### config.mk
export PLATFORM = sky130hd
export DESIGN_NAME = alu_seq
export DESIGN_NICKNAME = d
export VERILOG_FILES = /design/src/rtl/alu_seq.sv
export SDC_FILE = /design/constraint.sdc
export NUM_CORES = 1
export LEC_CHECK = 0
export BUFFER_PORTS_ARGS = -buffer_cell sky130_fd_sc_hd__buf_2
export CAP_MARGIN = 20
export CORE_UTILIZATION = 30
export DETAILED_ROUTE_END_ITERATION = 7
export GPL_ROUTABILITY_DRIVEN = 0
export GPL_TIMING_DRIVEN = 0
export HOLD_SLACK_MARGIN = 0.1
export PLACE_DENSITY_LB_ADDON = 0.3
export SYNTH_ARGS = -nofsm -noshare
export SYNTH_HDL_FRONTEND = slang
export SYNTH_SLANG_ARGS = --single-unit
### constraint.sdc
create_clock -name clk -period 7.7 [get_ports clk]
set_input_delay 0.385 -clock clk [delete_from_list [all_inputs] [get_ports clk]]
set_output_delay 0.385 -clock clk [all_outputs]
set_load 0.005 [all_outputs]
### src/rtl/alu_seq.sv
// alu_seq: sequential ALU with two bus-loaded operand registers.
// The add, sub, logic and inc ops finish in one cycle.
// The unsigned shift-add multiply and restoring divide take WIDTH iterations.
// Handshake: start is sampled only while IDLE.
// busy is high while a mul/div iterates, and done pulses for one cycle when
// result/result_hi/flags update. No backpressure exists, so an output is
// valid exactly in the done cycle and holds until the next done.
module alu_seq #(
   parameter int WIDTH = 8
) (
   input  logic             clk,
   input  logic             rst,
   input  logic [WIDTH-1:0] din,
   input  logic             ld_a,
   input  logic             ld_b,
   input  logic [2:0]       op,
   input  logic             start,
   output logic             busy,
   output logic             done,
   output logic [WIDTH-1:0] result,
   output logic [WIDTH-1:0] result_hi,
   output logic [3:0]       flags
);

   localparam int CW = (WIDTH > 2) ? $clog2(WIDTH) : 1;

   typedef enum logic {IDLE = 1'b0, RUN = 1'b1} state_t;

   state_t state, state_next;

   logic [WIDTH-1:0] a, b;
   // Working copies taken at start, so operand loads during RUN do not disturb the op.
   logic [WIDTH-1:0] w_a, w_b;
   logic             w_div;
   // Shared iteration registers.
   // mul uses them as {hi, lo} of the product shift register.
   // div uses acc_hi as the remainder and acc_lo as the quotient/dividend.
   logic [WIDTH-1:0] acc_hi, acc_lo;
   logic [CW-1:0]    cnt;

   logic             is_multi;
   logic             last_iter;
   logic [WIDTH-1:0] sc_res;
   logic [3:0]       sc_flags;
   logic [WIDTH:0]   mul_sum;
   logic [WIDTH-1:0] mul_hi, mul_lo;
   logic [WIDTH:0]   div_shift;
   logic [WIDTH-1:0] div_diff;
   logic             div_ge;
   logic [WIDTH-1:0] it_hi, it_lo;
   logic [3:0]       mc_flags;

   assign is_multi  = (op[2:1] == 2'b11);
   assign last_iter = (cnt == CW'(WIDTH - 1));

   // Next-state logic: only mul/div leave IDLE, and RUN exits after the last iteration.
   always_comb begin
      state_next = state;
      case (state)
         IDLE: if (start && is_multi) state_next = RUN;
         RUN:  if (last_iter) state_next = IDLE;
         default: state_next = IDLE;
      endcase
   end

   // Single-cycle op result and flags {divz, ovf, zero, neg} from the registered operands.
   always_comb begin
      sc_res   = '0;
      sc_flags = '0;
      case (op)
         3'b000: begin
            sc_res      = a + b;
            sc_flags[2] = (a[WIDTH-1] == b[WIDTH-1]) && (sc_res[WIDTH-1] != a[WIDTH-1]);
         end
         3'b001: begin
            sc_res      = a - b;
            sc_flags[2] = (a[WIDTH-1] != b[WIDTH-1]) && (sc_res[WIDTH-1] != a[WIDTH-1]);
         end
         3'b010: sc_res = a & b;
         3'b011: sc_res = a | b;
         3'b100: sc_res = a ^ b;
         3'b101: begin
            sc_res      = a + 1'b1;
            sc_flags[2] = (a == {1'b0, {(WIDTH-1){1'b1}}});
         end
         default: sc_res = '0;
      endcase
      sc_flags[1] = (sc_res == '0);
      sc_flags[0] = sc_res[WIDTH-1];
   end

   // One mul/div iteration.
   // mul adds the multiplicand when the product LSB is set, then shifts right.
   // div shifts in the next dividend bit and subtracts when the divisor fits.
   always_comb begin
      mul_sum   = {1'b0, acc_hi} + (acc_lo[0] ? {1'b0, w_a} : '0);
      mul_hi    = mul_sum[WIDTH:1];
      mul_lo    = {mul_sum[0], acc_lo[WIDTH-1:1]};
      div_shift = {acc_hi, acc_lo[WIDTH-1]};
      div_ge    = (div_shift >= {1'b0, w_b});
      div_diff  = div_shift[WIDTH-1:0] - w_b;
      if (w_div) begin
         it_hi = div_ge ? div_diff : div_shift[WIDTH-1:0];
         it_lo = {acc_lo[WIDTH-2:0], div_ge};
      end else begin
         it_hi = mul_hi;
         it_lo = mul_lo;
      end
      mc_flags[3] = w_div && (w_b == '0);
      mc_flags[2] = !w_div && (it_hi != '0);
      mc_flags[1] = (it_lo == '0) && (it_hi == '0);
      mc_flags[0] = it_lo[WIDTH-1];
   end

   // State register.
   always_ff @(posedge clk) begin
      if (rst) state <= IDLE;
      else     state <= state_next;
   end

   // Operand loads, op launch, iteration and output registers.
   always_ff @(posedge clk) begin
      if (rst) begin
         a         <= '0;
         b         <= '0;
         w_a       <= '0;
         w_b       <= '0;
         w_div     <= 1'b0;
         acc_hi    <= '0;
         acc_lo    <= '0;
         cnt       <= '0;
         busy      <= 1'b0;
         done      <= 1'b0;
         result    <= '0;
         result_hi <= '0;
         flags     <= '0;
      end else begin
         if (ld_a) a <= din;
         if (ld_b) b <= din;
         done <= 1'b0;
         case (state)
            IDLE: begin
               if (start) begin
                  if (is_multi) begin
                     w_a    <= a;
                     w_b    <= b;
                     w_div  <= op[0];
                     acc_hi <= '0;
                     acc_lo <= op[0] ? a : b;
                     cnt    <= '0;
                     busy   <= 1'b1;
                  end else begin
                     result    <= sc_res;
                     result_hi <= '0;
                     flags     <= sc_flags;
                     done      <= 1'b1;
                  end
               end
            end
            RUN: begin
               acc_hi <= it_hi;
               acc_lo <= it_lo;
               cnt    <= cnt + 1'b1;
               if (last_iter) begin
                  result    <= it_lo;
                  result_hi <= it_hi;
                  flags     <= mc_flags;
                  done      <= 1'b1;
                  busy      <= 1'b0;
               end
            end
            default: busy <= 1'b0;
         endcase
      end
   end

endmodule

==> key figures, run 1 <==
Clock network
  – Clk sink count: 74
  – Clock transition at the registers of the reported paths: 0.06 ns
  – CTS H-tree depth: 3
  – CTS tree: built
  – Clk_lat worst skew: 0.34 ns
  – Cell at the root of the clock tree: clkbuf_16
  – Maximum number of buffers from clock root to sink: 2
  – Post-CTS Setup Inserts: 0
  – Post-cts repair resize count: 0
  – Hold bufs inserted after CTS: 0
  – CTS Buf Count: 9

Floorplan
  – Die outline area: around 18,000 um^2
  – Initial core utilization: roughly 31%
  – Chip Height: 133.9 um
  – Die width: around 130 um
  – Count of standard-cell rows: 47
  – Number of ports placed on the die boundary: 38
  – Floorplan core area: between 15,000 and 20,000 um^2

Pwr
  – Int Pwr: around 0.72 mW
  – Net Switching: 0.2923 mW
  – Sequential Power Share: about two fifths
  – Maximum VDD drop: approximately 110 uV
  – Static leakage power: about 2.4 nW
  – Combinational cell fraction of total power: around 18%
  – Part of the total power dissipated in the clock network: approximately two fifths
  – Power per standard cell area: about 170 nW/um^2
  – Switching part of the total power: 28.84%

STA
  – Setup repair after global routing missed its margin: no
  – Post-route worst hold slack: a little under 0.3 ns
  – Final number of max-transition violations: 0
  – Final total negative setup slack: 0 ns
  – Post-route minimum period: roughly 3.6 ns
  – Worst setup slack after layout: between 4 and 5 ns
  – Normalized max-slew margin: just under 30%
  – Least-Margin Pin Slew: 1.055 ns
  – Achievable Freq: 275.9 MHz
  – Hold Vio Cnt, Final: 0
  – Final worst clock skew: around 0.012 ns
  – # setup viols final: 0
  – Final cycle utilization of the critical path: between 40% and 50%

Logic synthesis
  – Dominant cell by count in the synthesized netlist: nand2_1
  – Synth Instances: 664
  – Syn Nets: between 700 and 800
  – Count of state elements after synthesis: 74
  – Number of unique standard cell types used by synthesis: between 60 and 70
  – Share of the synthesized area in the top cell type: between 20 and 30%
  – Dominant cells by area after synthesis: dfxtp_1 28%, ha_1 10%, mux2i_1 5.6%, nand2_1 5.5%, a21oi_1 5.4%
  – EDFF count, synth: 0
  – Dominant cell type by area after synthesis: dfxtp_1
  – Sequential element share of the synthesized area: between 20% and 30%
  – Synth top cells by count: 77 x nand2_1, 74 x dfxtp_1, 73 x nor2_1
  – Most common flop cell mapped by yosys: dfxtp_1
  – Cell area after technology mapping: about 5200 um^2
  – Mean instance size in the synthesized netlist: 7.856 um^2
  – Fraction of registers with async set/reset: 0%
  – Ys Warns: 0

Worst setup path
  – Critical path required time: approximately 8.0 ns
  – Reg2Reg Setup Slack: between 4 and 5 ns
  – Worst r2r src: a[2]
  – Crit Path Max Fanout: 9
  – Critical path data arrival time: 3.91 ns
  – Critical path type: flip-flop to flip-flop
  – End of the critical path: flags[1]
  – Kind of end point of the critical path: flip-flop
  – Worst-case reg-to-reg path depth: 12
  – CP startpoint: a[2]
  – Endpoint of the lowest-slack register-to-register path: flags[1]
  – Type of origin of the critical path: flip-flop

Route
  – Count of routing violations after the opening detailed-route iteration: 332
  – Post-route DRC: 0
  – Total wire length after detailed routing: 16.55 mm
  – Detailed-route via count: about 5,000
  – Avg Vias per Cell: between 5 and 6
  – Length of the first detailed-routing pass in iterations: 5
  – Final antenna-violating net count: 0
  – Routed length per instance: roughly 18 um

Global route
  – GR Overflow Total: 0
  – Antenna violations before repair: 0
  – Global-route total usage across every layer: 19.00%
  – Wire length of the first global-routing pass: between 20 and 30 mm
  – Vias in the first global route: ~4,600
  – Pin count of the biggest net entering global routing: 12

Hold path
  – Hold path cells: 3
  – Path category of the worst min-delay check: input pin to flip-flop

Cells and area
  – Share of layout cells above drive strength 1: about a tenth
  – Filler cells: between 1,500 and 2,000
  – Antenna Cells: 0
  – Number of nets in the finished design: between 700 and 800
  – Synthesis-to-finish area growth: 14.06%

Placed design
  – Pre-CTS setup slack: a little over 4 ns
  – Count of port buffers added during placement: 34
  – Placed wire-length estimate after detailed placement: roughly 13 mm

Job
  – Maxcap violations: 0

Outcome
  – Run status: finished clean
## how the worst min path moves through the flow
| stage | from | slack [ns] | to |
|---|---|---|---|
| CTS | rst | 0.28 | done |
| global route | rst | 0.29 | done |
| floorplan | w_a[0] | 0.43 | w_a[0] |
| finish | din[1] | 0.29 | a[1] |
| global placement | result_hi[0] | 0.44 | result_hi[0] |
| detailed placement | w_a[7] | 0.44 | w_a[7] |
## critical path: stages, from the launching register on
cell       delay [ns]
dfxtp_1          0.42
clkbuf_1         0.49
inv_1            0.10
ha_1             0.30
clkbuf_1         0.22
nand2b_1         0.20
a21oi_1          0.29
nor4_1           0.09
or4b_1           0.61
nor3_1           0.24
o2111ai_1        0.14
o31ai_1          0.32
a21o_1           0.14
## metal layers
layer / part of all wire, % / global-route usage [%]
met1: 48 / 26.63
met3: 7.8 / 4.346
met5: 0 / 0
met2: 43 / 28.79
met4: 1.8 / 5.556
## stage by stage
step | cells | instance area [um^2] | util [%] | total power [mW]
final | 933 | 5949 | 35.50 | 1.014
after global routing | 933 | 5949 | 35.50 | 1.052
after CTS | 933 | 5949 | 35.50 | 1.019
after detailed placement | 918 | 5662 | 33.78 | 0.5986
after global placement | 918 | 5662 | 33.78 | 0.5993
after floorplan | 664 | 5216 | - | 0.5401
## cell usage in the layout, fill, tap and decap left out, types with 10 or more instances in the layout
cell / instances
a21oi_1: 56
a22oi_1: 15
buf_2: 35
clkbuf_1: 35
dfxtp_1: 74
ha_1: 43
inv_1: 43
mux2i_1: 29
nand2_1: 77
nand3_1: 16
nor2_1: 73
nor2b_1: 10
o21ai_0: 21
o22ai_1: 10
xnor2_1: 15
## cells by family (layout without fill, tap and decap cells)
kind of cell	after synthesis	after routing	share of synthesized area (%)
simple gates	234	234	20.80
fa+ha+maj	47	47	11.85
xor+xnor	20	20	3.358
flops	74	74	28.40
mux	34	34	6.644
compound gates	170	170	22.12
buf+inv	85	134	6.836
## power by group through the flow
stage               logic (mW)  registers [mW]  clock network, mW
detailed placement       0.177           0.421                  0
floorplan                0.127           0.413                  0
CTS                      0.178           0.413              0.427
global placement         0.178           0.422                  0
finish                   0.181           0.414              0.419
global route             0.199           0.415              0.438
## state kept, by name, summed over array words and instances, names as in the netlist, 3 cells and up
register and flops:
acc_hi 8, a 8, flags 4, b 8, result_hi 8, w_a 8, acc_lo 8, w_b 8
result 7, cnt 3
## area by class of cell
class | instances | area (um^2) | share of cell area (%)
timing repair buffer | 34 | 170.2 | 2.860
inverter | 44 | 165.2 | 2.776
buffer | 41 | 191.4 | 3.218
tap | 220 | 275.3 | 4.627
multi-input combinational | 505 | 3378 | 56.78
sequential | 74 | 1481 | 24.90
clock buffer | 13 | 250.2 | 4.206
clock inverter | 2 | 37.54 | 0.6309
(Power assumes the default switching activity.)
==> inputs of run 2 (changes only) <==
Clock period 7.7 ns to 3.3 ns, I/O delays scaled along.
==> key figures, run 2 (synthesis gave the netlist of run 1 again) <==
Worst setup path
  – Critical path data arrival time: 3.43 ns (-0.48 ns)
  – Critical path type: flip-flop to flip-flop
  – Critical path required time: 3.51 ns (-4.48 ns)
  – Crit Path Max Fanout: 9 (unchanged)
  – Kind of end point of the critical path: flip-flop
  – Type of origin of the critical path: flip-flop

Global route
  – Antenna violations before repair: 0 (unchanged)
  – Global-route total usage across every layer: 19.06% (+0.055 points)
  – Wire length of the first global-routing pass: 26.24 mm (+0.29%)
  – Vias in the first global route: 4,672 (+0.67%)
  – GR Overflow Total: 0 (unchanged)
  – Pin count of the biggest net entering global routing: 12 (unchanged)

Cells and area
  – Most frequent standard cell in the layout excluding fill and tap cells: nand2_1
  – Top library cells by usage in the layout, fill and taps aside: 77 x nand2_1, 73 x nor2_1, 71 x dfxtp_1
  – Share of layout cells above drive strength 1: 10.69% (+1.0 points)
  – Number of nets in the finished design: 779 (+0.91%)
  – Antenna Cells: 0 (unchanged)
  – Post-Layout Cell Count: 940 (+0.75%)
  – Synthesis-to-finish area growth: 16.10%

STA
  – Post-route minimum period: 3.224 ns (-0.3998 ns)
  – Hold Vio Cnt, Final: 0 (unchanged)
  – Achievable Freq: 310.2 MHz (+12%)
  – Normalized max-slew margin: 28.42% (-0.95 points)
  – Post-route worst hold slack: 0.3807 ns (+0.08763 ns)
  – Setup repair after global routing missed its margin: no
  – Final cycle utilization of the critical path: 97.70% (+51 points)
  – # setup viols final: 0 (unchanged)
  – Least-Margin Pin Slew: 1.069 ns (+0.01422 ns)
  – Final total negative setup slack: 0 ns (unchanged)
  – Final worst clock skew: 0.01300 ns (+0.001403 ns)
  – Final number of max-transition violations: 0 (unchanged)
  – Worst setup slack after layout: 0.07578 ns (-4.000 ns)

Route
  – Post-route DRC: 0 (unchanged)
  – Detailed-route via count: 4,939 (+0.82%)
  – Count of routing violations after the opening detailed-route iteration: 366 (+10%)
  – Total wire length after detailed routing: 16.79 mm (+1.4%)
  – Routed length per instance: 17.86 um (+0.66%)
  – Avg Vias per Cell: 5.254 (about the same)
  – Final antenna-violating net count: 0 (unchanged)
  – Length of the first detailed-routing pass in iterations: 5 (unchanged)

Job
  – Maxcap violations: 0 (unchanged)

Clock network
  – Clk_lat worst skew: 0.35 ns (about the same)
  – Cell at the root of the clock tree: clkbuf_16
  – Post-CTS Setup Inserts: 0 (unchanged)
  – CTS H-tree depth: 3 (unchanged)
  – CTS tree: built
  – Maximum number of buffers from clock root to sink: 2 (unchanged)
  – Clk sink count: 74 (unchanged)
  – CTS Buf Count: 9 (unchanged)
  – Clock transition at the registers of the reported paths: 0.06 ns (about the same)

Pwr
  – Power per standard cell area: 394.0 nW/um^2 (+130%)
  – Static leakage power: 2.465 nW (+2.0%)
  – Switching part of the total power: 29.00% (+0.16 points)
  – Combinational cell fraction of total power: 18.4% (+0.5 points)
  – Part of the total power dissipated in the clock network: 41.2% (about the same)
  – Int Pwr: 1.694 mW (+130%)
  – Net Switching: 0.6920 mW (+140%)
  – Post-layout power: 2.386 mW (+140%)
  – Sequential Power Share: 40.5% (-0.3 points)
  – Maximum VDD drop: 266.0 uV (+140%)

Floorplan
  – Number of ports placed on the die boundary: 38 (unchanged)
  – Chip Height: 133.9 um (unchanged)
  – Floorplan core area: 16,760 um^2 (unchanged)
  – Die width: 133.9 um (unchanged)
  – Count of standard-cell rows: 47 (unchanged)
  – Initial core utilization: 31.12% (unchanged)
  – Die outline area: 17,920 um^2 (unchanged)

Outcome
  – Run status: finished clean

Hold path
  – Path category of the worst min-delay check: input pin to flip-flop

Placed design
  – Count of port buffers added during placement: 34 (unchanged)
  – Total instance count after detailed placement: 918 (unchanged)
  – Pre-CTS setup slack: -0.2479 ns (-4.400 ns)
  – Placed wire-length estimate after detailed placement: 12.75 mm (unchanged)
[run 2: worst paths after layout]
path                from  slack [ns]  depth (start not counted)       end
setup / recovery  w_b[2]        0.08                         11  flags[2]
hold / removal      ld_b        0.38                          3      b[2]
setup reg to reg  w_b[2]        0.08                         11  flags[2]
hold reg to reg   w_a[7]        0.45                          2    w_a[7]
[run 2: area by class of cell]
class	count	area [um^2]
Sequential cell	74	1485
Timing Repair Buffer	43	260.3
Buffer	39	188.9
Inverter	44	165.2
Tap cell	220	275.3
Clock inverter	2	37.54
Clock buffer	13	250.2
Multi-Input combinational cell	505	3393
Fill cell	1803	10700
[run 2: metal layers]
| metal | global-route usage [%] | wire, um | up-vias |
|---|---|---|---|
| li1 | - | - | 2461 |
| met1 | 26.49 | 8130 | 2279 |
| met2 | 29.22 | 7281 | 177 |
| met3 | 4.271 | 1080 | 22 |
| met4 | 5.556 | 293 | 0 |
| met5 | 0 | 0 | - |
[run 2: through the flow]
stage	util, %	area, um^2
final	36.13	6056
after global routing	36.13	6056
after global placement	33.78	5662
after CTS	36.06	6043
after detailed placement	33.78	5662
after floorplan	-	5216
[run 2: power groups by stage]
stage	sequential, mW	combinational, mW	clock (mW)
5_1_grt	0.968	0.481	1.02
2_1_floorplan	0.964	0.296	0
4_1_cts	0.964	0.424	0.997
6_report	0.966	0.438	0.983
3_5_place_dp	0.983	0.414	0
3_3_place_gp	0.984	0.415	0
[run 2: timing repair]
| item | in CTS | in global routing |
|---|---|---|
| gates resized for setup | 2 | 10 |
| setup endpoints to repair | 4 | 4 |
| pin swaps | 0 | 0 |
| hold buffers | 9 | 0 |
| endpoints found under the hold margin | 17 | 0 |
[run 2: worst max-delay path: stages (launching register included)]
cell and delay (ns):
dfxtp_1 0.37, inv_1 0.06, ha_1 0.36, and4_4 0.23
a31o_4 0.25, a311oi_4 0.43, and2_1 0.20, buf_6 0.13
o31ai_1 0.16, a211o_1 0.32, nor4_2 0.42, o22ai_1 0.15
==> inputs of run 3 (changes only) <==
--- a/config.mk
+++ b/config.mk
@@ -14,4 +14,5 @@
 export HOLD_SLACK_MARGIN = 0.1
 export PLACE_DENSITY_LB_ADDON = 0.3
+export RECOVER_POWER = 50
 export SYNTH_ARGS = -nofsm -noshare
 export SYNTH_HDL_FRONTEND = slang
==> constraint.sdc (replaced) <==
create_clock -name clk -period 3.3 [get_ports clk]
set_input_delay 0.33 -clock clk [delete_from_list [all_inputs] [get_ports clk]]
set_output_delay 0.33 -clock clk [all_outputs]
set_load 0.005 [all_outputs]
==> key figures, run 3 (synthesis gave the netlist of run 1 again) <==
Pwr
  – Switching part of the total power: 29.04% (+0.043 points)
  – Combinational cell fraction of total power: 18.0% (-0.4 points)
  – Net Switching: 0.6898 mW (-0.31%)
  – Int Pwr: 1.686 mW (-0.51%)
  – Maximum VDD drop: 265.6 uV (-0.17%)
  – Power per standard cell area: 399.4 nW/um^2 (+1.4%)
  – Part of the total power dissipated in the clock network: 41.4% (+0.2 points)
  – Static leakage power: 2.364 nW (-4.1%)
  – Sequential Power Share: 40.7% (+0.2 points)
  – Post-layout power: 2.375 mW (-0.45%)

Clock network
  – Clock transition at the registers of the reported paths: 0.06 ns (about the same)
  – CTS tree: built
  – Maximum number of buffers from clock root to sink: 2 (unchanged)
  – CTS Buf Count: 9 (unchanged)
  – Post-CTS Setup Inserts: 0 (unchanged)
  – Clk sink count: 74 (unchanged)
  – Clk_lat worst skew: 0.35 ns (about the same)
  – CTS H-tree depth: 3 (unchanged)
  – Cell at the root of the clock tree: clkbuf_16

Global route
  – Global-route total usage across every layer: 19.01% (-0.047 points)
  – Antenna violations before repair: 0 (unchanged)
  – Vias in the first global route: 4,641 (-0.66%)
  – Wire length of the first global-routing pass: 26.17 mm (-0.26%)
  – Pin count of the biggest net entering global routing: 12 (unchanged)
  – GR Overflow Total: 0 (unchanged)

Route
  – Final antenna-violating net count: 0 (unchanged)
  – Detailed-route via count: 4,926 (-0.26%)
  – Routed length per instance: 17.92 um (+0.37%)
  – Count of routing violations after the opening detailed-route iteration: 401 (+9.6%)
  – Post-route DRC: 0 (unchanged)
  – Avg Vias per Cell: 5.291 (+0.70%)
  – Length of the first detailed-routing pass in iterations: 5 (unchanged)
  – Total wire length after detailed routing: 16.69 mm (-0.59%)

Worst setup path
  – Kind of end point of the critical path: flip-flop
  – Biggest cell delay along the critical path: 0.42 ns (about the same)
  – Cell-by-cell trace of the critical path: inv_1 -> ha_1 -> and4_4 -> a31o_4 -> a311oi_4 -> and2_1 -> buf_6 -> o31ai_1 -> a211o_1 -> nor4_2 -> o22ai_1
  – Critical path type: flip-flop to flip-flop
  – Type of origin of the critical path: flip-flop
  – Critical path data arrival time: 3.43 ns (about the same)
  – Worst-case reg-to-reg path depth: 11 (unchanged)
  – Crit Path Max Fanout: 9 (unchanged)
  – Critical path required time: 3.51 ns (about the same)
  – Highest-delay cell along the critical path: a311oi_4

Cells and area
  – Antenna Cells: 0 (unchanged)
  – Top library cells by usage in the layout, fill and taps aside: 77 x nand2_1, 73 x nor2_1, 71 x dfxtp_1
  – Most frequent standard cell in the layout excluding fill and tap cells: nand2_1
  – Filler cells: 1,811 (+0.44%)
  – Number of nets in the finished design: 770 (-1.2%)
  – Synthesis-to-finish area growth: 14.01%
  – Share of layout cells above drive strength 1: 8.720% (-2.0 points)
  – Post-Layout Cell Count: 931 (-0.96%)

STA
  – Post-route minimum period: 3.218 ns (-0.006416 ns)
  – Worst setup slack after layout: 0.08219 ns (+0.006416 ns)
  – Final cycle utilization of the critical path: 97.51% (-0.19 points)
  – Final worst clock skew: 0.01381 ns (+0.0008074 ns)
  – Least-Margin Pin Slew: 1.070 ns (+0.001109 ns)
  – Hold Vio Cnt, Final: 0 (unchanged)
  – # setup viols final: 0 (unchanged)
  – Achievable Freq: 310.8 MHz (+0.20%)
  – Final number of max-transition violations: 0 (unchanged)
  – Setup repair after global routing missed its margin: no
  – Normalized max-slew margin: 28.34% (-0.074 points)
  – Final total negative setup slack: 0 ns (unchanged)

Floorplan
  – Count of standard-cell rows: 47 (unchanged)
  – Die outline area: 17,920 um^2 (unchanged)
  – Number of ports placed on the die boundary: 38 (unchanged)
  – Chip Height: 133.9 um (unchanged)
  – Floorplan core area: 16,760 um^2 (unchanged)
  – Initial core utilization: 31.12% (unchanged)
  – Die width: 133.9 um (unchanged)

Placed design
  – Total instance count after detailed placement: 918 (unchanged)
  – Count of port buffers added during placement: 34 (unchanged)
  – Placed wire-length estimate after detailed placement: 12.75 mm (unchanged)
  – Pre-CTS setup slack: -0.2479 ns (unchanged)

Hold path
  – Hold path cells: 3 (unchanged)
  – Path category of the worst min-delay check: input pin to flip-flop

Job
  – Maxcap violations: 0 (unchanged)

Outcome
  – Run status: finished clean
-- run 3: cell count changes in the layout (fill, tap and decap cells not counted), sizes merged --
cell,previous run,this run
dlygate4sd3,9,0
clkbuf,43,61
buf,43,25
-- run 3: area by class of cell --
class / instances / area [um^2] / area share, %
multi-input cells: 505 / 3393 / 57.06
flip-flops and latches: 74 / 1485 / 24.97
well taps: 220 / 275.3 / 4.629
clock buffers: 13 / 250.2 / 4.208
plain buffers: 39 / 188.9 / 3.177
inverters: 44 / 165.2 / 2.777
repair buffers: 34 / 151.4 / 2.546
clock inverters: 2 / 37.54 / 0.6312
-- run 3: what timing repair did --
item | 4_1_cts | 5_1_grt
hold buffers | 0 | 0
resized for setup | 2 | 10
endpoints found under the setup margin | 4 | 4
-- run 3: critical path, delay by kind of cell (launching register included) --
family | cells | cell delay (ns)
buffers and inverters | 2 | 0.19
adders and majority gates | 1 | 0.37
DFF | 1 | 0.37
and+or+nand+nor | 3 | 0.85
AOI/OAI and AO/OA | 5 | 1.29
-- run 3: power by group through the flow --
stage	Combinational (mW)	Clock, mW	Sequential (mW)
3_3_place_gp	0.415	0	0.984
5_1_grt	0.470	1.02	0.968
3_5_place_dp	0.414	0	0.983
4_1_cts	0.416	0.997	0.964
6_report	0.427	0.982	0.966
2_1_floorplan	0.296	0	0.964
-- run 3: per-stage QoR --
stage | cell area [um^2] | utilization (%) | hold slack [ns]
after floorplan | 5216 | - | 0.4141
after global placement | 5662 | 33.78 | 0.4409
after detailed placement | 5662 | 33.78 | 0.4426
after CTS | 5953 | 35.52 | 0.2269
after global routing | 5947 | 35.48 | 0.2552
final | 5947 | 35.48 | 0.2373
-- run 3: worst paths after layout --
kind / start / to / slack (ns)
max: w_b[2] / flags[2] / 0.08
min: din[1] / a[1] / 0.24
max reg2reg: w_b[2] / flags[2] / 0.08
min reg2reg: w_a[7] / w_a[7] / 0.45
-- run 3: routing by layer --
layer | global-route usage, % | routed length (um)
met5 | 0 | 0
met1 | 26.63 | 7910
met4 | 5.556 | 297
met2 | 28.81 | 7209
met3 | 4.346 | 1268
